<file path="src/rtl/dispatch_queue_pkg.sv">
// Shared types, widths and RV32 opcodes for the fetch-to-dispatch queue.
`ifndef DISPATCH_QUEUE_PKG_MACROS
`define DISPATCH_QUEUE_PKG_MACROS
`define N_WAY 2
`define XLEN 32
`endif

package dispatch_queue_pkg;

    localparam int N_WAY_D = `N_WAY;
    localparam int XLEN_W  = `XLEN;

    localparam logic [6:0] OP_BRANCH = 7'b1100011;
    localparam logic [6:0] OP_STORE  = 7'b0100011;
    localparam logic [6:0] OP_LOAD   = 7'b0000011;
    localparam logic [6:0] OP_IMM    = 7'b0010011;
    localparam logic [6:0] OP_JAL    = 7'b1101111;
    localparam logic [6:0] OP_JALR   = 7'b1100111;
    localparam logic [6:0] OP_LUI    = 7'b0110111;
    localparam logic [6:0] OP_AUIPC  = 7'b0010111;

    typedef struct packed {
        logic              valid;
        logic [31:0]       inst;
        logic [XLEN_W-1:0] PC;
        logic [XLEN_W-1:0] NPC;
        logic [4:0]        src1;
        logic [4:0]        src2;
        logic [4:0]        dest;
    } DISPATCH_PACKET_R10K;

endpackage

</file>
<file path="src/rtl/dispatch_queue_if.sv">
// Fetch-side and dispatch-side bundle of the dispatch queue.
interface dispatch_queue_if
    import dispatch_queue_pkg::*;
#(
    parameter int N_WAY = N_WAY_D,
    parameter int DEPTH = 8,
    parameter int XLEN  = XLEN_W
);

    logic [N_WAY-1:0]                if_valid;
    logic [N_WAY-1:0][31:0]          if_inst;
    logic [N_WAY-1:0][XLEN-1:0]      if_pc;
    logic [N_WAY-1:0][XLEN-1:0]      if_npc;
    logic                            if_ready;
    DISPATCH_PACKET_R10K [N_WAY-1:0] dispatch_packet;
    logic [N_WAY-1:0]                branch_inst;
    logic [N_WAY-1:0]                dispatched;
    logic                            branch_haz;
    logic [$clog2(DEPTH):0]          q_count;

    modport master (
        output if_valid,
        output if_inst,
        output if_pc,
        output if_npc,
        input  if_ready,
        input  dispatch_packet,
        input  branch_inst,
        output dispatched,
        output branch_haz,
        input  q_count
    );

    modport slave (
        input  if_valid,
        input  if_inst,
        input  if_pc,
        input  if_npc,
        output if_ready,
        output dispatch_packet,
        output branch_inst,
        input  dispatched,
        input  branch_haz,
        output q_count
    );

endinterface

</file>
<file path="src/rtl/dq_decode.sv">
// Per-lane register-field extraction and branch detection.
module dq_decode
    import dispatch_queue_pkg::*;
(
    input  logic [31:0] inst,
    output logic [4:0]  src1,
    output logic [4:0]  src2,
    output logic [4:0]  dest,
    output logic        is_branch
);

    logic [6:0] opcode;
    logic       unused_bits;

    assign opcode      = inst[6:0];
    assign unused_bits = ^{inst[31:25], inst[14:12]};

    always_comb begin
        src1      = inst[19:15];
        src2      = inst[24:20];
        dest      = inst[11:7];
        is_branch = 1'b0;
        unique case (opcode)
            OP_BRANCH: begin
                dest      = 5'd0;
                is_branch = 1'b1;
            end
            OP_STORE: begin
                dest = 5'd0;
            end
            OP_IMM, OP_LOAD: begin
                src2 = 5'd0;
            end
            OP_JALR: begin
                src2      = 5'd0;
                is_branch = 1'b1;
            end
            OP_JAL: begin
                src1      = 5'd0;
                src2      = 5'd0;
                is_branch = 1'b1;
            end
            OP_LUI, OP_AUIPC: begin
                src1 = 5'd0;
                src2 = 5'd0;
            end
            default: begin
            end
        endcase
    end

endmodule

</file>
<file path="src/rtl/dispatch_queue.sv">
// In-order circular instruction buffer between fetch and rename/dispatch.
module dispatch_queue
    import dispatch_queue_pkg::*;
#(
    parameter int N_WAY = N_WAY_D,
    parameter int DEPTH = 8,
    parameter int XLEN  = XLEN_W
) (
    input logic             clock,
    input logic             reset,
    dispatch_queue_if.slave dq
);

    localparam int PW = $clog2(DEPTH);
    localparam int CW = PW + 1;
    localparam logic [CW-1:0] READY_MAX = CW'(DEPTH - N_WAY);
    localparam logic [CW-1:0] FULL      = CW'(DEPTH);

    logic [31:0]     inst_mem [DEPTH];
    logic [XLEN-1:0] pc_mem   [DEPTH];
    logic [XLEN-1:0] npc_mem  [DEPTH];

    logic [PW-1:0] head;
    logic [PW-1:0] tail;
    logic [CW-1:0] count;

    logic          ready;
    logic [CW-1:0] n_in;
    logic [CW-1:0] n_out;

    logic [N_WAY-1:0] lane_valid;
    logic [PW-1:0]    lane_idx  [N_WAY];
    logic [31:0]      lane_inst [N_WAY];
    logic [4:0]       lane_src1 [N_WAY];
    logic [4:0]       lane_src2 [N_WAY];
    logic [4:0]       lane_dest [N_WAY];
    logic [N_WAY-1:0] lane_br;

    // Free space is judged on the registered count only.
    assign ready       = count <= READY_MAX;
    assign dq.if_ready = ready;
    assign dq.q_count  = count;

    always_comb begin
        logic run;
        n_in = '0;
        run  = ready;
        for (int j = 0; j < N_WAY; j++) begin
            run  = run & dq.if_valid[j];
            n_in = n_in + CW'(run);
        end
    end

    always_comb begin
        for (int i = 0; i < N_WAY; i++) begin
            lane_idx[i]   = head + PW'(i);
            lane_valid[i] = CW'(i) < count;
            lane_inst[i]  = inst_mem[lane_idx[i]];
        end
    end

    // Retire stops at the first lane not taken so order is preserved.
    always_comb begin
        logic run;
        n_out = '0;
        run   = 1'b1;
        for (int i = 0; i < N_WAY; i++) begin
            run   = run & dq.dispatched[i] & lane_valid[i];
            n_out = n_out + CW'(run);
        end
    end

    for (genvar i = 0; i < N_WAY; i++) begin : g_lane
        dq_decode u_dec (
            .inst      (lane_inst[i]),
            .src1      (lane_src1[i]),
            .src2      (lane_src2[i]),
            .dest      (lane_dest[i]),
            .is_branch (lane_br[i])
        );
    end

    always_comb begin
        for (int i = 0; i < N_WAY; i++) begin
            dq.dispatch_packet[i] = '0;
            if (lane_valid[i]) begin
                dq.dispatch_packet[i].valid = 1'b1;
                dq.dispatch_packet[i].inst  = lane_inst[i];
                dq.dispatch_packet[i].PC    = pc_mem[lane_idx[i]];
                dq.dispatch_packet[i].NPC   = npc_mem[lane_idx[i]];
                dq.dispatch_packet[i].src1  = lane_src1[i];
                dq.dispatch_packet[i].src2  = lane_src2[i];
                dq.dispatch_packet[i].dest  = lane_dest[i];
            end
        end
    end

    assign dq.branch_inst = lane_valid & lane_br;

    always_ff @(posedge clock) begin
        if (reset) begin
            head  <= '0;
            tail  <= '0;
            count <= '0;
        end else if (dq.branch_haz) begin
            head  <= '0;
            tail  <= '0;
            count <= '0;
        end else begin
            head  <= head + n_out[PW-1:0];
            tail  <= tail + n_in[PW-1:0];
            count <= count + n_in - n_out;
        end
    end

    // Payload needs no reset; validity comes from count alone.
    always_ff @(posedge clock) begin
        for (int j = 0; j < N_WAY; j++) begin
            if (CW'(j) < n_in) begin
                inst_mem[tail + PW'(j)] <= dq.if_inst[j];
                pc_mem[tail + PW'(j)]   <= dq.if_pc[j];
                npc_mem[tail + PW'(j)]  <= dq.if_npc[j];
            end
        end
    end

    a_no_overflow: assert property (
        @(posedge clock) disable iff (reset) count <= FULL
    );

endmodule

</file>
<file path="src/flat_wrapper.sv">
// flat-port wrapper written by rule: the top's interface ports become plain ports
module dispatch_queue_flat import dispatch_queue_pkg::*;
#(
    parameter int N_WAY = N_WAY_D,
    parameter int DEPTH = 8,
    parameter int XLEN  = XLEN_W
)
  (clock, reset, dq_if_valid, dq_if_inst, dq_if_pc, dq_if_npc, dq_if_ready, dq_dispatch_packet, dq_branch_inst, dq_dispatched, dq_branch_haz, dq_q_count);
  dispatch_queue_if #(.N_WAY(N_WAY), .DEPTH(DEPTH), .XLEN(XLEN)) dq_i ();
  input logic clock;
  input logic reset;
  input wire logic [$bits(dq_i.if_valid)-1:0] dq_if_valid;
  input wire logic [$bits(dq_i.if_inst)-1:0] dq_if_inst;
  input wire logic [$bits(dq_i.if_pc)-1:0] dq_if_pc;
  input wire logic [$bits(dq_i.if_npc)-1:0] dq_if_npc;
  output wire logic [$bits(dq_i.if_ready)-1:0] dq_if_ready;
  output wire logic [$bits(dq_i.dispatch_packet)-1:0] dq_dispatch_packet;
  output wire logic [$bits(dq_i.branch_inst)-1:0] dq_branch_inst;
  input wire logic [$bits(dq_i.dispatched)-1:0] dq_dispatched;
  input wire logic [$bits(dq_i.branch_haz)-1:0] dq_branch_haz;
  output wire logic [$bits(dq_i.q_count)-1:0] dq_q_count;
  assign dq_i.if_valid = dq_if_valid;
  assign dq_i.if_inst = dq_if_inst;
  assign dq_i.if_pc = dq_if_pc;
  assign dq_i.if_npc = dq_if_npc;
  assign dq_if_ready = dq_i.if_ready;
  assign dq_dispatch_packet = dq_i.dispatch_packet;
  assign dq_branch_inst = dq_i.branch_inst;
  assign dq_i.dispatched = dq_dispatched;
  assign dq_i.branch_haz = dq_branch_haz;
  assign dq_q_count = dq_i.q_count;
  dispatch_queue #(.N_WAY(N_WAY), .DEPTH(DEPTH), .XLEN(XLEN)) u_core (.clock(clock), .reset(reset), .dq(dq_i));
endmodule
</file>
<file path="config.mk">
export PLATFORM = sky130hd
export DESIGN_NAME = dispatch_queue_flat
export DESIGN_NICKNAME = d
export VERILOG_FILES = /design/src/rtl/dispatch_queue_pkg.sv /design/src/rtl/dispatch_queue_if.sv /design/src/rtl/dq_decode.sv /design/src/rtl/dispatch_queue.sv /design/src/flat_wrapper.sv
export SDC_FILE = /design/constraint.sdc
export NUM_CORES = 2
export LEC_CHECK = 0
export CELL_PAD_IN_SITES_DETAIL_PLACEMENT = 0
export CELL_PAD_IN_SITES_GLOBAL_PLACEMENT = 2
export CORE_AREA = 4 4 319 321
export CTS_CLUSTER_DIAMETER = 50
export DETAILED_ROUTE_END_ITERATION = 6
export DIE_AREA = 0 0 323 325
export PLACE_DENSITY_LB_ADDON = 0.1
export SETUP_SLACK_MARGIN = 0.5
export SKIP_LAST_GASP = 1
export SLEW_MARGIN = 40
export SYNTH_ARGS = -nofsm -noshare
export SYNTH_HDL_FRONTEND = slang
export SYNTH_SLANG_ARGS = --single-unit
</file>
<file path="constraint.sdc">
create_clock -name clock -period 18.85 [get_ports clock]
set_clock_uncertainty 0.2 [all_clocks]
set_input_delay 3.77 -clock clock [delete_from_list [all_inputs] [get_ports clock]]
set_output_delay 3.77 -clock clock [all_outputs]
set_load 0.005 [all_outputs]
</file>
==> results.txt <==
combinational family with the most area after synthesis: multiplexers
antenna violations before repair: 25
adder-cell share of the synthesized area: 0.00481
core footprint: 99300 sq um
DRC violation count after routing: 0
I/O pin count: 430
Critical Path, Cell by Cell: ha_4 -> buf_6 -> buf_4 -> mux4_2 -> nand2_1 -> a21oi_1 -> nor2b_1 -> clkdlybuf4s50_1
Pwr per Cell Area: 120 nW/um^2
startpoint-to-endpoint class of the critical path: flop to primary output
worst hold slack: 0.514 ns
LEAKAGE: 17.4 nW
Post-CTS Repair Setup Buffers: 0
final non-filler cell area: 55000 sq um
post-synthesis cell area: 45300 sq um
Syn Nets: 3021
xor and xnor fraction of the mapped netlist area: 0.00155
vias per inst: 6.27
Achievable Freq: 0.112 GHz
count of nets left with antenna violations after detail routing: 0
max-capacitance violation count: 0
final setup TNS: 0 ns
number of synthesized flops with an enable pin: 768
per-cell routed wire length: 31.9 um
quantity of gates resized following cts: 0
area enclosed by the die boundary: 105000 sq um
violation count after the first detailed-routing iteration: 2832
row cnt: 116
Final min period: 8.89 ns
simple-gate area share of the yosys netlist: 0.0367
RSZ-0062 raised after global routing: no
worst hold path depth: 3
synth warn: 0
average footprint of a synthesized cell: 16.1 sq um
register bit total from synthesis: 778
number of buffers created by CTS: 112
CTS tree: built
share of the synthesized area in compound gates (AO/OA/AOI/OAI): 0.0150
worst slew slack as a fraction of its limit: 0.423
share of cells above drive strength 1: 0.436
number of endpoints failing setup at the final stage: 0
Chip Height: 325 um
CTS Buffer Depth: 3
half-perimeter wire length after detailed placement: 82900 um
cell area after placement: 51100 sq um
Required @ worst endpoint: 14.88 ns
Post-Synthesis Cells: 2807
Initial Util: 0.456
worst reg-to-reg path cell count: 8
Post-synth top flop: sky130_fd_sc_hd__edfxtp_1
maximum net fanout on the critical path: 56
Critical-path top delay cell: sky130_fd_sc_hd__dfxtp_4
nets@finish: 3403
area added between synthesis and finish: 21.3%
data arrival time of the critical path: 4.92 ns
count of pins over their slew limit: 0
final wirelength: 147000 um
number of global-route vias before repair: 30900
portion of the clock cycle consumed by the worst path in the final layout: 0.472
outcome: finished clean
Synth cell types: 42
Pwr Total: 6.59 mW
H-tree depth: 3
number of detailed-route iterations in the first pass: 5
share of synthesized flip-flops with an asynchronous set or reset: 0
total of buffers placed on input and output ports: 429
DIE WIDTH: 323 um
capturing element type of the critical path: primary output
post-cts hold buffer count: 0
largest net degree at the start of global routing: 98
via total after detailed routing: 28800
pin slew with the least headroom to its limit: 0.866 ns
GRT overflow: 0
mux share of post-synthesis cell area: 0.404
Tot GR Track Use: 0.277
clock-pin transition on the worst setup and hold timing paths: 0.05 ns
kind of path behind the tightest hold check: flop to flop
CTS root buffer: sky130_fd_sc_hd__clkbuf_16
proportion of synthesized chip area in sequential cells: 0.513
global-route wire length before repair: 213000 um
Critical Path Start Type: flop
hold violation count in the final report: 0
routability-driven placement congestion ratio: 0.791
sink count of the clock tree: 778
worst-skew pair later-pin latency: 0.66 ns
Peak VDD IR: 0.000206 V
Max stage delay on crit path: 0.86 ns
[layer usage]
metal	GRT usage	wire length, um	vias to the layer above
met3	0.0530	9880	220
met4	0.0821	4030	8
met5	0	47	-
li1	-	-	12200
met2	0.486	75600	1070
met1	0.348	57100	15300
[report_power, final]
part           total [mW]  internal (mW)  switching, mW
combinational        2.40           1.19           1.21
clock                2.12           1.31          0.810
sequential           2.06           2.02         0.0478
total                6.59           4.52           2.07
[critical path, delay by kind of cell (launching register included)]
family	cells	cell delay [ns]
multiplexers	1	0.59
flip-flops	1	0.86
buffers and inverters	3	1.72
adder cells (fa/ha/maj)	1	0.55
AND/OR/NAND/NOR	2	0.27
AO/OA/AOI/OAI	1	0.12
[through the flow]
stage / cells / util / setup slack [ns]
after global routing: 4584 / 0.553 / 9.72
after floorplan: 2807 / - / 6.60
final: 4596 / 0.554 / 9.96
after detailed placement: 4372 / 0.515 / 10.52
after CTS: 4576 / 0.553 / 9.78
after global placement: 4365 / 0.512 / 9.66
[worst paths after layout]
check / start / slack [ns] / to
worst min register to register: u_core.tail[1] / 0.51 / u_core.tail[1]
worst max register to register: u_core.dq.q_count[3] / 14.39 / u_core.pc_mem[2][11]
worst min-delay path: u_core.tail[1] / 0.51 / u_core.tail[1]
worst max-delay path: u_core.head[1] / 9.96 / dq_dispatch_packet[112]
[state kept, by name (all words and copies together) (netlist names)]
name,cells
u_core.dq.q_count,4
u_core.head,3
u_core.inst_mem,256
u_core.npc_mem,256
u_core.pc_mem,256
u_core.tail,3
[Yosys cell counts (all sizes together), types with 2 or more instances]
cell,number,area (sq um)
a21oi,108,541
nor2b,33,206
nor2,97,364
ha,11,138
xnor2,4,35.0
clkbuf,51,191
o31ai,2,15.0
and2,8,50.1
buf,176,862
dfxtp,10,200
a31oi,2,12.5
or4b,2,20.0
nand4,2,12.5
inv,15,56.3
mux4,382,8600
edfxtp,768,23100
a21o,2,15.0
o21ai,3,15.0
mux2i,95,963
and3,4,25.0
mux2,776,8740
nand2,207,777
xor2,4,35.0
nand3,6,30.0
nand2b,18,113
fa,4,80.1
nor4,2,12.5
nand4b,2,17.5
o21bai,4,30.0
[layout by cell type (no fill, tap or decap), types with 10 or more instances in the layout]
cell type                           n
sky130_fd_sc_hd__a21oi_1          107
sky130_fd_sc_hd__buf_4             28
sky130_fd_sc_hd__buf_6             27
sky130_fd_sc_hd__bufinv_16         15
sky130_fd_sc_hd__clkbuf_1          14
sky130_fd_sc_hd__clkbuf_16        114
sky130_fd_sc_hd__clkdlybuf4s50_1  429
sky130_fd_sc_hd__clkinv_1          14
sky130_fd_sc_hd__clkinv_2          14
sky130_fd_sc_hd__clkinvlp_4        12
sky130_fd_sc_hd__diode_2           19
sky130_fd_sc_hd__edfxtp_1         768
sky130_fd_sc_hd__ha_1              10
sky130_fd_sc_hd__inv_1             15
sky130_fd_sc_hd__inv_6             10
sky130_fd_sc_hd__mux2_2           776
sky130_fd_sc_hd__mux2i_1           94
sky130_fd_sc_hd__mux4_2           382
sky130_fd_sc_hd__nand2_1          205
sky130_fd_sc_hd__nand2b_1          18
sky130_fd_sc_hd__nor2_1            96
sky130_fd_sc_hd__nor2b_1           32
[kinds of logic (layout without fill, tap and decap cells)]
group / after synthesis / count (layout)
buf+inv: 242 / 714
other cells: 0 / 19
fa+ha+maj: 15 / 15
xor+xnor: 8 / 8
mux: 1253 / 1253
flops: 778 / 778
simple gates: 386 / 386
compound gates: 125 / 125
[final cells by class]
type / instances / area [sq um]
diodes: 19 / 47.5
clock buffers: 128 / 2910
clock inverters: 76 / 857
fillers: 7921 / 44300
inverters: 15 / 56.3
multi-input cells: 1787 / 21200
flip-flops and latches: 778 / 23300
repair buffers: 495 / 5030
well taps: 1298 / 1620
Power figures use the tool's default switching activity.
